<file path="src/rtl/capture_sequencer_pkg.sv">
// Shared definitions for the logic-analyzer capture path: state encodings and
// width defaults, also consumed by the status register block.
package capture_sequencer_pkg;

    localparam int LIMIT_W_DEF = 32;
    localparam int PRE_W_DEF   = 16;

    localparam logic [2:0] ST_IDLE      = 3'd0;
    localparam logic [2:0] ST_PRE       = 3'd1;
    localparam logic [2:0] ST_WAIT_TRIG = 3'd2;
    localparam logic [2:0] ST_RUN       = 3'd3;
    localparam logic [2:0] ST_DONE      = 3'd4;

    function automatic logic st_is_busy(input logic [2:0] st);
        return (st == ST_PRE) || (st == ST_WAIT_TRIG) || (st == ST_RUN);
    endfunction

endpackage

</file>
<file path="src/rtl/la_down_counter.sv">
// Loadable down counter with a zero flag; saturates at zero.
module la_down_counter #(
    parameter int W = 16
) (
    input  logic         clk,
    input  logic         rst,
    input  logic         load,
    input  logic         en,
    input  logic [W-1:0] load_val,
    output logic [W-1:0] count,
    output logic         zero
);

    logic [W-1:0] count_q;
    logic [W-1:0] count_d;

    always_comb begin
        count_d = count_q;
        if (load) begin
            count_d = load_val;
        end else if (en && (count_q != '0)) begin
            count_d = count_q - W'(1);
        end
    end

    always_ff @(posedge clk or posedge rst) begin
        if (rst) begin
            count_q <= '0;
        end else begin
            count_q <= count_d;
        end
    end

    assign count = count_q;
    assign zero  = (count_q == '0);

endmodule

</file>
<file path="src/rtl/capture_sequencer.sv">
// Capture controller: arm -> optional pre-trigger window -> wait for trigger ->
// run until step_limiter stop (or abort). All outputs come from registers.
module capture_sequencer
    import capture_sequencer_pkg::*;
#(
    parameter int LIMIT_W = LIMIT_W_DEF,
    parameter int PRE_W   = PRE_W_DEF
) (
    input  logic               clk,
    input  logic               rst,
    input  logic               arm,
    input  logic               abort,
    input  logic               trigger,
    input  logic [LIMIT_W-1:0] cfg_limit,
    input  logic               cfg_do_limit,
    input  logic [PRE_W-1:0]   cfg_pre,
    input  logic               stop,
    output logic               run,
    output logic [LIMIT_W-1:0] limit,
    output logic               do_limit,
    output logic               sample_en,
    output logic               busy,
    output logic               done,
    output logic               trig_early,
    output logic [2:0]         state
);

    logic [2:0]         state_q, state_d;
    logic [LIMIT_W-1:0] limit_q, limit_d;
    logic               do_limit_q, do_limit_d;
    logic               trig_early_q, trig_early_d;

    logic               arm_ok;
    logic               pre_load;
    logic               pre_en;
    logic [PRE_W-1:0]   pre_cnt;
    logic               pre_zero;
    logic               pre_last;

    assign arm_ok   = arm && !abort && ((state_q == ST_IDLE) || (state_q == ST_DONE));
    assign pre_load = arm_ok;
    assign pre_en   = (state_q == ST_PRE);
    // Leave PRE on the cycle the counter is about to reach zero, giving cfg_pre PRE cycles.
    assign pre_last = (pre_cnt == PRE_W'(1)) || pre_zero;

    la_down_counter #(.W(PRE_W)) u_pre_cnt (
        .clk      (clk),
        .rst      (rst),
        .load     (pre_load),
        .en       (pre_en),
        .load_val (cfg_pre),
        .count    (pre_cnt),
        .zero     (pre_zero)
    );

    always_comb begin
        state_d      = state_q;
        limit_d      = limit_q;
        do_limit_d   = do_limit_q;
        trig_early_d = trig_early_q;

        if (abort) begin
            state_d = ST_IDLE;
        end else begin
            case (state_q)
                ST_IDLE, ST_DONE: begin
                    if (arm) begin
                        limit_d      = cfg_limit;
                        do_limit_d   = cfg_do_limit;
                        trig_early_d = 1'b0;
                        state_d      = (cfg_pre != '0) ? ST_PRE : ST_WAIT_TRIG;
                    end
                end
                ST_PRE: begin
                    if (trigger) begin
                        trig_early_d = 1'b1;
                    end
                    if (pre_last) begin
                        state_d = ST_WAIT_TRIG;
                    end
                end
                ST_WAIT_TRIG: begin
                    if (trigger) begin
                        state_d = ST_RUN;
                    end
                end
                ST_RUN: begin
                    // Unbounded captures never finish on stop; only abort ends them.
                    if (stop && do_limit_q) begin
                        state_d = ST_DONE;
                    end
                end
                default: state_d = ST_IDLE;
            endcase
        end
    end

    always_ff @(posedge clk or posedge rst) begin
        if (rst) begin
            state_q      <= ST_IDLE;
            limit_q      <= '0;
            do_limit_q   <= 1'b0;
            trig_early_q <= 1'b0;
        end else begin
            state_q      <= state_d;
            limit_q      <= limit_d;
            do_limit_q   <= do_limit_d;
            trig_early_q <= trig_early_d;
        end
    end

    assign run        = (state_q == ST_RUN);
    assign sample_en  = st_is_busy(state_q);
    assign busy       = st_is_busy(state_q);
    assign done       = (state_q == ST_DONE);
    assign limit      = limit_q;
    assign do_limit   = do_limit_q;
    assign trig_early = trig_early_q;
    assign state      = state_q;

endmodule
</file>
<file path="config.mk">
export PLATFORM = sky130hd
export DESIGN_NAME = capture_sequencer
export DESIGN_NICKNAME = d
export VERILOG_FILES = /design/src/rtl/capture_sequencer_pkg.sv /design/src/rtl/la_down_counter.sv /design/src/rtl/capture_sequencer.sv
export SDC_FILE = /design/constraint.sdc
export NUM_CORES = 1
export LEC_CHECK = 0
export CELL_PAD_IN_SITES_DETAIL_PLACEMENT = 1
export CELL_PAD_IN_SITES_GLOBAL_PLACEMENT = 1
export CORE_ASPECT_RATIO = 1.4
export CORE_MARGIN = 2
export CORE_UTILIZATION = 34
export DETAILED_ROUTE_END_ITERATION = 8
export MAX_ROUTING_LAYER = met4
export PLACE_DENSITY_LB_ADDON = 0.1
export REMOVE_ABC_BUFFERS = 1
export SYNTH_ARGS = -nofsm -noshare
export SYNTH_HDL_FRONTEND = slang
export SYNTH_HIERARCHICAL = 1
export SYNTH_SLANG_ARGS = --single-unit
export TNS_END_PERCENT = 1
</file>
<file path="constraint.sdc">
create_clock -name clk -period 3.3 [get_ports clk]
set_input_delay 0.66 -clock clk [delete_from_list [all_inputs] [get_ports clk]]
set_output_delay 0.66 -clock clk [all_outputs]
set_load 0.005 [all_outputs]
</file>
======== After elaboration in Yosys (flattened, before gate mapping) ========
Cells that the tools add are included.
operators by class
  equal/unequal tests ..................... 11
  mux-type cells .......................... 12
  reduce and logical (&&, ||, !) cells .... 19
  $add $sub $neg .......................... 1
  bitwise logic cells ..................... 1
operator list
  kind                                                    count
  2-to-1 mux 16 bit                                       2
  nonzero test 16 bit                                     2
  == test 16 x 1 -> 1 bit (second input constant)         1
  logical NOT 16 bit                                      1
  subtractor 16 x 1 -> 16 bit (second input constant)     1
  2-to-1 mux 3 bit                                        5
  case mux 3 bit (4 select lines)                         1
  inequality test 3 bit (second input constant)           3
  AND reduction 4 bit                                     2
  == test 3 x 2 -> 1 bit (second input constant)          2
  logical AND 1 bit                                       4
  logical OR 1 bit                                        4
  inequality test 2 bit (second input constant)           2
  nonzero test 2 bit                                      2
  == test 3 x 1 -> 1 bit (second input constant)          1
  == test 3 bit (second input constant)                   1
  logical NOT 3 bit                                       1
  inequality test 3 x 2 -> 1 bit (second input constant)  1
  AND reduction 3 bit                                     1
  2-to-1 mux 1 bit                                        2
  2-to-1 mux 2 bit                                        1
  case mux 1 bit (2 select lines)                         1
  OR reduction 2 bit                                      1
  logical NOT 1 bit                                       1
  inverter 1 bit                                          1
storage, ports and cells
  input port bits ......................... 55
  output and inout bits ................... 41
  register bits after elaboration ......... 53
  word-level logic and storage cells ...... 49

======== Depth between registers and ports, before layout ========
Gate-level depths: netlist of the first run.
  depth in word-level cells ............... 5
  gate-level depth with buffers ........... 8

======== Modules after synthesis ========
Netlist of the first run, hierarchy kept.
by module, submodules not included
  module             times used  cells an instance  area each (sq um)
  capture_sequencer  1           116                1609.0
  la_down_counter    1           122                1034.7

======== Least setup slack after synthesis of the first run ========
No wires, ideal clock.
  path kind ............................... register to register
  from .................................... register u_pre_cnt.count_q[0] (netlist: u_pre_cnt/count[0])
  to ...................................... register state_q[1] (netlist: state[1])
  library setup time ...................... 0.125 ns
  arrival time ............................ 2.401 ns
  setup slack ............................. 0.774 ns
  cell stages (with the launch flop) ...... 9
  path buffers ............................ 0
  cells stage by stage .................... dfrtp_1 -> inv_1 -> ha_1 -> or4b_2 -> or4_4 -> inv_2 -> nor2b_1 -> a211o_2 -> mux2_2
on the way
  cells in the longest elaborated chain, start to end .. 4
  elaborated cells on any way between the ends .. 5
RTL lines
  element                          line                      RTL
  start: declaration               la_down_counter.sv:14     logic [W-1:0] count_q;
  start signal: assignment         la_down_counter.sv:30     count_q <= count_d;
  logical NOT 16 bit               la_down_counter.sv:35     assign zero = (count_q == '0);
  via pre_zero                     capture_sequencer.sv:37   logic pre_zero;
  logical OR 1 bit                 capture_sequencer.sv:44   assign pre_last = (pre_cnt == PRE_W'(1)) || pre_zero;
  inequality test 3 bit (no line)  --
  AND reduction 4 bit (no line)    --
  end signal: assignment           capture_sequencer.sv:105  state_q <= state_d;
  end: declaration                 capture_sequencer.sv:28   logic [2:0] state_q, state_d;
The timed path passes the listed nets, and every way through them passes these cells.
A chain may end at the register's enable or synchronous reset.

======== Final worst setup path of the first run ========
Ends and elaborated chain as after synthesis.

==> results of run 1 <==
## cells by family after synthesis
kind of cell               after synthesis
xor gates and xnor gates                 3
and+or+nand+nor                         85
AOI/OAI and AO/OA                       41
DFF                                     53
buffers and inverters                   20
muxes                                   35
adders and majority gates                1
## cell usage after synthesis, drive strengths merged (3+ instances only)
| cell | number | share of area |
|---|---|---|
| nor2 | 21 | 0.030 |
| nor3 | 7 | 0.013 |
| inv | 11 | 0.016 |
| buf | 5 | 0.018 |
| a31oi | 6 | 0.014 |
| nand4 | 6 | 0.014 |
| o21ai | 7 | 0.013 |
| nand2 | 14 | 0.020 |
| nor4 | 9 | 0.021 |
| dfrtp | 53 | 0.50 |
| clkbuf | 4 | 0.0062 |
| nor3b | 3 | 0.013 |
| or4 | 7 | 0.023 |
| nand3 | 3 | 0.0057 |
| mux2 | 34 | 0.14 |
| a21oi | 8 | 0.015 |
| o31ai | 3 | 0.0085 |
## area by class of cell
class | instances | area, um2 | share of cell area
Clock buffer | 7 | 86.33 | 0.02265
Clock inverter | 1 | 30.03 | 0.007879
Inverter | 11 | 41.29 | 0.01083
Multi-Input combinational cell | 165 | 1214 | 0.3184
Sequential cell | 53 | 1326 | 0.3480
Tap cell | 100 | 125.1 | 0.03283
Timing Repair Buffer | 100 | 988.4 | 0.2594
## power groups by stage
stage	registers (mW)	clock network (mW)	logic, mW
after floorplan	1.24	0	0.626
after detailed placement	1.29	0	1.38
after global placement	1.27	0	1.36
after CTS	1.28	0.498	1.39
after global routing	1.34	0.512	1.50
final	1.28	0.473	1.38
## metrics by stage
step                hold WS, ns  worst slack, ns  power (mW)
floorplan                0.4828           0.1232       1.864
global placement         0.4686           0.6885       2.632
detailed placement       0.4805           0.6212       2.676
CTS                      0.5144           0.6112       3.175
global route             0.5346           0.4938       3.353
finish                   0.5044           0.5977       3.128
## state kept, by name, summed over array words and instances (netlist names)
name             cells
limit               32
do_limit             1
trig_early           1
state                3
u_pre_cnt/count     16
## metal layers
layer  part of all wire  GRT usage  wire length, um
met1               0.39     0.2140             3012
met2               0.55     0.3632             4320
met3              0.039    0.04841              308
met4              0.021    0.07519              166
met5                  0          -                0
## final timing paths
kind	endpoint	cells past startpoint	slack (ns)	from
worst max register to register	state[1]$_DFFE_PP0P_	8	0.60	u_pre_cnt/count[0]$_DFFE_PP0P_
max in group asynchronous	u_pre_cnt/count[12]$_DFFE_PP0P_	2	2.06	rst
worst min register to register	limit[4]$_DFFE_PP0P_	1	0.50	limit[4]$_DFFE_PP0P_
min in group asynchronous	u_pre_cnt/count[2]$_DFFE_PP0P_	2	0.79	rst
worst max-delay path	state[1]$_DFFE_PP0P_	8	0.60	u_pre_cnt/count[0]$_DFFE_PP0P_
worst min-delay path	limit[4]$_DFFE_PP0P_	1	0.50	limit[4]$_DFFE_PP0P_
==> qor.yml, run 1 <==
cts-root-buf: "clkbuf_8"
finalSetupTns_ns: 0
initial_core_util: 0.3454
fin_nets: 392
period_minus_slack_ns: 2.702
worstPathArrival_ns: 2.91
fill_cells: 856
worstMarginPinSlew_ns: 0.7139
area_growth_pct: 44.16
muxShareOfSynthArea: 0.1486
gp_congestion: 0.8238
io_buffers: 95
die_w_um: 78.53
drc: 0
pwr-share-clk: 0.151
synth_compound_area_frac: 0.1093
drtIter0Drc: 79
finalHoldViolations: 0
via_per_inst: 5.213
dp_hpwl_um: 5954
ys_seq_area_frac: 0.5017
synth-edff-count: 0
combPwrFrac: 0.440
cts_tree: "done"
async_flop_share: 1.000
num_rows: 38
ys_ff_latch: 53
status: "finished clean"
cts_hold_buf: 0
fmax_mhz: 370.1
gr-total-overflow: 0
synthXorXnorAreaFrac: 0.009938
cts_resized: 0
grt_usage: 0.2023
cp-end-kind: "flop"
num_vias: 2278
final_common_cell: "clkdlybuf4s50_1"
p_sw_mw: 1.048
maxCapViolations: 0
finalNonFillerCells: 437
clkLatencyLatePin_ns: 0.31
synth-simple-area-share: 0.1865
antennaDiodeCount: 0
ios: 96
max_slew_margin: 0.5236
wl_um: 7807
grt_pass1_wl_um: 12860
crit_chain: "inv_1, ha_1, or4b_2, or4_4, inv_2, nor2b_1, a211o_2, mux2_2"
synth_top_family_by_area: "simple AND/OR/NAND/NOR gates"
grt_pass1_vias: 2566
yosys_warnings: 6
fin_util: 0.4979
slew_viol_final: 0
hold_path_class: "reg2reg"
dpl-instance-area_mm2: 0.003695
p_int_mw: 2.080
cp_num_buf_inv: 2
clk_pin_slew_ns: 0.10
post_cts_buffers: 0
min_period_over_period: 0.8189
synth.distinct_cells: 54
numCtsBuffers: 5
path_delay_family: "simple AND/OR/NAND/NOR gates"
synthFlopType: "dfrtp_1"
dp_cells: 429
final_area_mm2: 0.003811
crit_fanout: 6
synthAdderAreaFrac: 0.004733
power_leakage_nw: 1.480
worstPathRequired_ns: 3.51
drive_above_1_share: 0.1632
syn_inst: 238
pwr-share-seq: 0.409
peakVddDrop_v: 0.0003627
p_sw_frac: 0.3350
cpMaxStageDelayCell: "or4b_2"
core_area_mm2: 0.007655
setup_viol: 0
htreeDepth: 2
firstDrtPassIters: 4
cts_buffer_depth: 2
grt_start_max_net_pins: 38
post_synth.cell_area_avg_um2: 11.11
antenna_found_initial: 0
critPathMaxStageDelay_ns: 0.63
layout_common_cells: "clkdlybuf4s50_1, dfrtp_1, mux2_2"
dieArea_mm2: 0.008507
final.setup_skew_ns: 0.006701
startpoint_type: "flop"
clock_sinks: 53
netlist_area_mm2: 0.002644
dieHeight_um: 108.3
drtAntennaViolNets: 0
path_class: "reg2reg"
powerDensity_mw_per_mm2: 820.6
rsz0062_at_grt: "no"
wl_per_cell_um: 17.86
(Power assumes the default switching activity.)
==> run 2, diff against run 1 <==
Settings changed: CORE_UTILIZATION 34 to 31.
Clock period 3.3 ns to 2.2 ns, I/O delays scaled along.
==> qor.yml, run 2 (synthesis results as in run 1) <==
fin_nets: 437
antenna_found_initial: 0
initial_core_util: 0.3206
setup_viol: 2
maxCapViolations: 0
dp_cells: 475
clock_sinks: 53
worst_slack_ns: -0.1758
grt_pass1_vias: 2870
power_leakage_nw: 1.754
finalSetupTns_ns: -0.2055
fin_util: 0.5154
grt_start_max_net_pins: 28
die_w_um: 82.05
area_growth_pct: 60.77
core_area_mm2: 0.008247
min_period_over_period: 1.080
worstMarginPinSlew_ns: 0.4621
wl_um: 8301
dp_slack_ns: -0.2875
dieHeight_um: 113.3
firstDrtPassIters: 4
numCtsBuffers: 5
via_per_inst: 5.151
p_int_mw: 3.617
num_rows: 39
dp_hpwl_um: 6613
worstPathRequired_ns: 2.38
grt_pass1_wl_um: 13760
peakVddDrop_v: 0.0006981
multi_input_area_mm2: 0.001226
worstPathArrival_ns: 2.55
largest_reg_flops: 32
antennaDiodeCount: 0
htreeDepth: 2
startpoint_type: "flop"
cts_tree: "done"
clkLatencyLatePin_ns: 0.29
slew_viol_final: 0
fill_cells: 922
powerDensity_mw_per_mm2: 1252
wl_per_cell_um: 17.15
drc: 0
path_class: "reg2reg"
rsz0062_at_grt: "yes"
gr-total-overflow: 0
ios: 96
gp_congestion: 0.8778
pwr-share-clk: 0.174
hold_path_class: "in2async"
io_buffers: 95
seq_area_mm2: 0.001326
final_common_cell: "clkdlybuf4s50_1"
fmax_mhz: 420.9
cts_buffer_depth: 2
p_sw_mw: 1.705
violations: "setup timing"
pwr-share-seq: 0.319
crit_fanout: 2
grt_usage: 0.1979
drtIter0Drc: 75
finalNonFillerCells: 484
drive_above_1_share: 0.2696
period_minus_slack_ns: 2.376
final.setup_skew_ns: 0.006614
cts_hold_buf: 0
cp-end-kind: "flop"
drtAntennaViolNets: 0
status: "finished with violations"
cts-root-buf: "clkbuf_16"
finalHoldViolations: 0
p_sw_frac: 0.3203
clk_pin_slew_ns: 0.08
layout_common_cells: "clkdlybuf4s50_1, dfrtp_1, buf_4"
num_vias: 2493
combPwrFrac: 0.506
dieArea_mm2: 0.009294
max_slew_margin: 0.6891
## run 2: cell count changes in the layout (fill, tap and decap cells not counted), moves of 2 or more
cell       previous run  this run
clkbuf_8              6         0
buf_12                0         2
buf_4                 5        48
clkbuf_16             0         5
## run 2: final timing paths
| check | from | cells after the start | slack (ns) | endpoint |
|---|---|---|---|---|
| max reg2reg | u_pre_cnt/count[0]$_DFFE_PP0P_ | 8 | -0.18 | state[1]$_DFFE_PP0P_ |
| min | rst | 2 | 0.49 | limit[5]$_DFFE_PP0P_ |
| max | u_pre_cnt/count[0]$_DFFE_PP0P_ | 8 | -0.18 | state[1]$_DFFE_PP0P_ |
| min in group clk | limit[4]$_DFFE_PP0P_ | 1 | 0.49 | limit[4]$_DFFE_PP0P_ |
| min reg2reg | limit[4]$_DFFE_PP0P_ | 1 | 0.49 | limit[4]$_DFFE_PP0P_ |
| max in group asynchronous | rst | 3 | 1.20 | trig_early$_DFFE_PP0P_ |
## run 2: power groups by stage
stage	combinational (mW)	clock (mW)	sequential [mW]
floorplan	0.939	0	1.86
global placement	2.67	0	1.68
detailed placement	2.69	0	1.72
CTS	2.73	0.959	1.71
global route	2.94	0.990	1.77
finish	2.69	0.928	1.70
## run 2: cell type report
| type | instances | share of cell area |
|---|---|---|
| inverters | 11 | 0.009714 |
| flip-flops and latches | 53 | 0.3120 |
| multi-input cells | 165 | 0.2885 |
| well taps | 102 | 0.03003 |
| clock inverters | 3 | 0.01178 |
| clock buffers | 5 | 0.02944 |
| repair buffers | 145 | 0.3185 |
## run 2: metal layers
metal / track usage / wire [um] / vias up / share of wire
li1: - / - / 1177 / -
met1: 0.2138 / 3160 / 1245 / 0.38
met2: 0.3615 / 4689 / 58 / 0.56
met3: 0.03668 / 298 / 13 / 0.036
met4: 0.05222 / 153 / 0 / 0.018
met5: - / 0 / - / 0
## run 2: worst max-delay path: stages, from the launching register on
cell,delay [ns]
dfrtp_1,0.39
inv_1,0.08
ha_1,0.16
or4b_4,0.47
or4_4,0.45
inv_2,0.08
nor2b_1,0.05
a211o_2,0.31
mux2_2,0.27
## run 2: timing repair
| item | in CTS | in global routing |
|---|---|---|
| setup endpoints to repair | 4 | 7 |
| setup buffers | 1 | 0 |
| gates resized for setup | 2 | 2 |
## run 2: through the flow
stage | cell area (um2) | hold slack, ns | power (mW)
floorplan | 2581 | 0.3537 | 2.796
global placement | 4053 | 0.4701 | 4.354
detailed placement | 4053 | 0.4784 | 4.409
CTS | 4243 | 0.4900 | 5.402
global route | 4250 | 0.5243 | 5.707
finish | 4250 | 0.4861 | 5.322
==> run 3, diff against run 2 <==
Settings changed: CORE_UTILIZATION 31 to 29, PLACE_DENSITY_LB_ADDON 0.1 to 0.08, SYNTH_HIERARCHICAL 1 to not set.
==> qor.yml, run 3 <==
antenna_found_initial: 0
power_leakage_nw: 1.748
dieArea_mm2: 0.009772
dp_hpwl_um: 5973
synth-edff-count: 0
drive_above_1_share: 0.1047
cts_buffer_depth: 2
num_vias: 2558
firstDrtPassIters: 4
largest_reg_flops: 32
min_period_over_period: 0.9552
p_sw_mw: 1.836
synth.distinct_cells: 48
dp_cells: 498
final.setup_skew_ns: 0.007222
synthTopCellsByCount: "nand2_1, dfrtp_1, nor2_1"
antennaDiodeCount: 0
peakVddDrop_v: 0.0006005
synth_top_area_cell: "dfrtp_1"
clkLatencyLatePin_ns: 0.30
fill_cells: 1020
pwr-share-seq: 0.370
num_rows: 40
max_slew_margin: 0.6541
cts_tree: "done"
drc: 0
pwr-share-clk: 0.178
setup_viol: 0
p_int_mw: 3.222
worstMarginPinSlew_ns: 0.5182
combPwrFrac: 0.452
worst_slack_ns: 0.09853
finalHoldViolations: 0
synth_top_area_frac: 0.5089
ios: 96
synthFlopType: "dfrtp_1"
post_synth.cell_area_avg_um2: 8.835
io_buffers: 95
core_area_mm2: 0.008658
area_growth_pct: 51.94
cts-root-buf: "clkbuf_16"
worstPathRequired_ns: 1.76
fin_nets: 457
clk_pin_slew_ns: 0.07
grt_pass1_wl_um: 13740
dp_slack_ns: -0.06508
synth_area_leaders: "dfrtp_1, nand2_1, nor2_1"
final_common_cell: "nand2_1"
gp_congestion: 0.8447
layout_common_cells: "nand2_1, clkdlybuf4s50_1, dfrtp_1"
syn_inst: 295
rsz0062_at_grt: "no"
hold_path_class: "in2async"
wl_um: 8298
dieHeight_um: 116.2
grt_usage: 0.1836
async_flop_share: 1.000
grt_pass1_vias: 2804
drtIter0Drc: 147
startpoint_type: "flop"
via_per_inst: 5.055
drtAntennaViolNets: 0
clock_sinks: 53
finalNonFillerCells: 506
p_sw_frac: 0.3630
netlist_area_mm2: 0.002606
post_cts_buffers: 0
yosysMostFrequentCell: "nand2_1"
htreeDepth: 2
slew_viol_final: 0
ys_ff_latch: 53
powerDensity_mw_per_mm2: 1277
wl_per_cell_um: 16.40
ys_seq_area_frac: 0.5089
numCtsBuffers: 5
crit_fanout: 9
worstPathArrival_ns: 1.66
grt_start_max_net_pins: 40
path_class: "reg2out"
cp-end-kind: "output pin"
maxCapViolations: 0
gr-total-overflow: 0
die_w_um: 84.12
initial_core_util: 0.3010
status: "finished clean"
yosys_warnings: 0
period_minus_slack_ns: 2.101
fmax_mhz: 475.9
==> run 3: cell count changes in the layout (fill, tap and decap cells not counted), moves of 4 or more <==
cell     change
nand4_1      -4
mux2_2      -32
nand2_1    +102
buf_4       -31
inv_1        -5
a21oi_1      -4
a221o_1      +5
nor2_1       -7
==> run 3: path summary, 6_finish.rpt <==
path	slack [ns]	cells after the start	end	start
max in group asynchronous	1.14	3	u_pre_cnt.count[10]$_DFFE_PP0P_	rst
hold / removal	0.47	2	limit[14]$_DFFE_PP0P_	rst
setup / recovery	0.1	3	run	state[2]$_DFFE_PP0P_
setup reg to reg	0.19	6	u_pre_cnt.count[6]$_DFFE_PP0P_	state[0]$_DFFE_PP0P_
hold reg to reg	0.47	2	limit[9]$_DFFE_PP0P_	limit[9]$_DFFE_PP0P_
min in group clk	0.47	2	limit[9]$_DFFE_PP0P_	limit[9]$_DFFE_PP0P_
==> run 3: logic make-up after synthesis <==
logic type,share of synthesized area
buffers and inverters,0.03648
flip-flops,0.5089
AND/OR/NAND/NOR,0.3020
AO/OA/AOI/OAI,0.1291
adder cells (fa/ha/maj),0.01344
XOR/XNOR,0.01008
==> run 3: what timing repair did <==
item | in CTS | in global routing
resized for setup | 0 | 2
hold buffers | 0 | 0
endpoints found under the setup margin | 0 | 2
==> run 3: layout make-up <==
| class | instances | area, um2 | share of cell area |
|---|---|---|---|
| clock buffer | 6 | 128.9 | 0.03254 |
| clock inverter | 2 | 38.79 | 0.009795 |
| inverter | 6 | 22.52 | 0.005687 |
| multi-input combinational | 220 | 1194 | 0.3014 |
| sequential | 53 | 1326 | 0.3349 |
| tap | 105 | 131.4 | 0.03318 |
| timing repair buffer | 114 | 1119 | 0.2825 |
==> run 3: metrics by stage <==
step | cell area (um2) | power, mW | utilization | hold slack [ns] | TNS (ns)
6_report | 3960 | 5.058 | 0.4574 | 0.4705 | 0
3_5_place_dp | 3785 | 4.167 | 0.4371 | 0.4609 | -0.1031
4_1_cts | 3953 | 5.118 | 0.4565 | 0.4790 | 0
5_1_grt | 3960 | 5.459 | 0.4574 | 0.5104 | 0
3_3_place_gp | 3785 | 4.107 | 0.4371 | 0.4563 | -0.002887
2_1_floorplan | 2534 | 2.814 | - | 0.4697 | -1.733
==> run 3: power groups by stage <==
stage	Combinational (mW)	Clock, mW	Sequential (mW)
floorplan	0.997	0	1.82
detailed placement	2.30	0	1.87
CTS	2.32	0.927	1.87
global placement	2.24	0	1.86
finish	2.28	0.901	1.87
global route	2.54	0.965	1.96
==> run 3: routing by layer <==
| layer | track usage | vias up | routed length, um |
|---|---|---|---|
| li1 | - | 1223 | - |
| met1 | 0.2081 | 1246 | 3397 |
| met2 | 0.3159 | 74 | 4246 |
| met3 | 0.03816 | 15 | 402 |
| met4 | 0.07742 | 0 | 252 |
| met5 | - | - | 0 |
==> run 3: critical path: stages, from the launching register on <==
cell and delay (ns):
dfrtp_1 0.49, nand3b_1 0.26, inv_1 0.12, clkdlybuf4s50_1 0.50
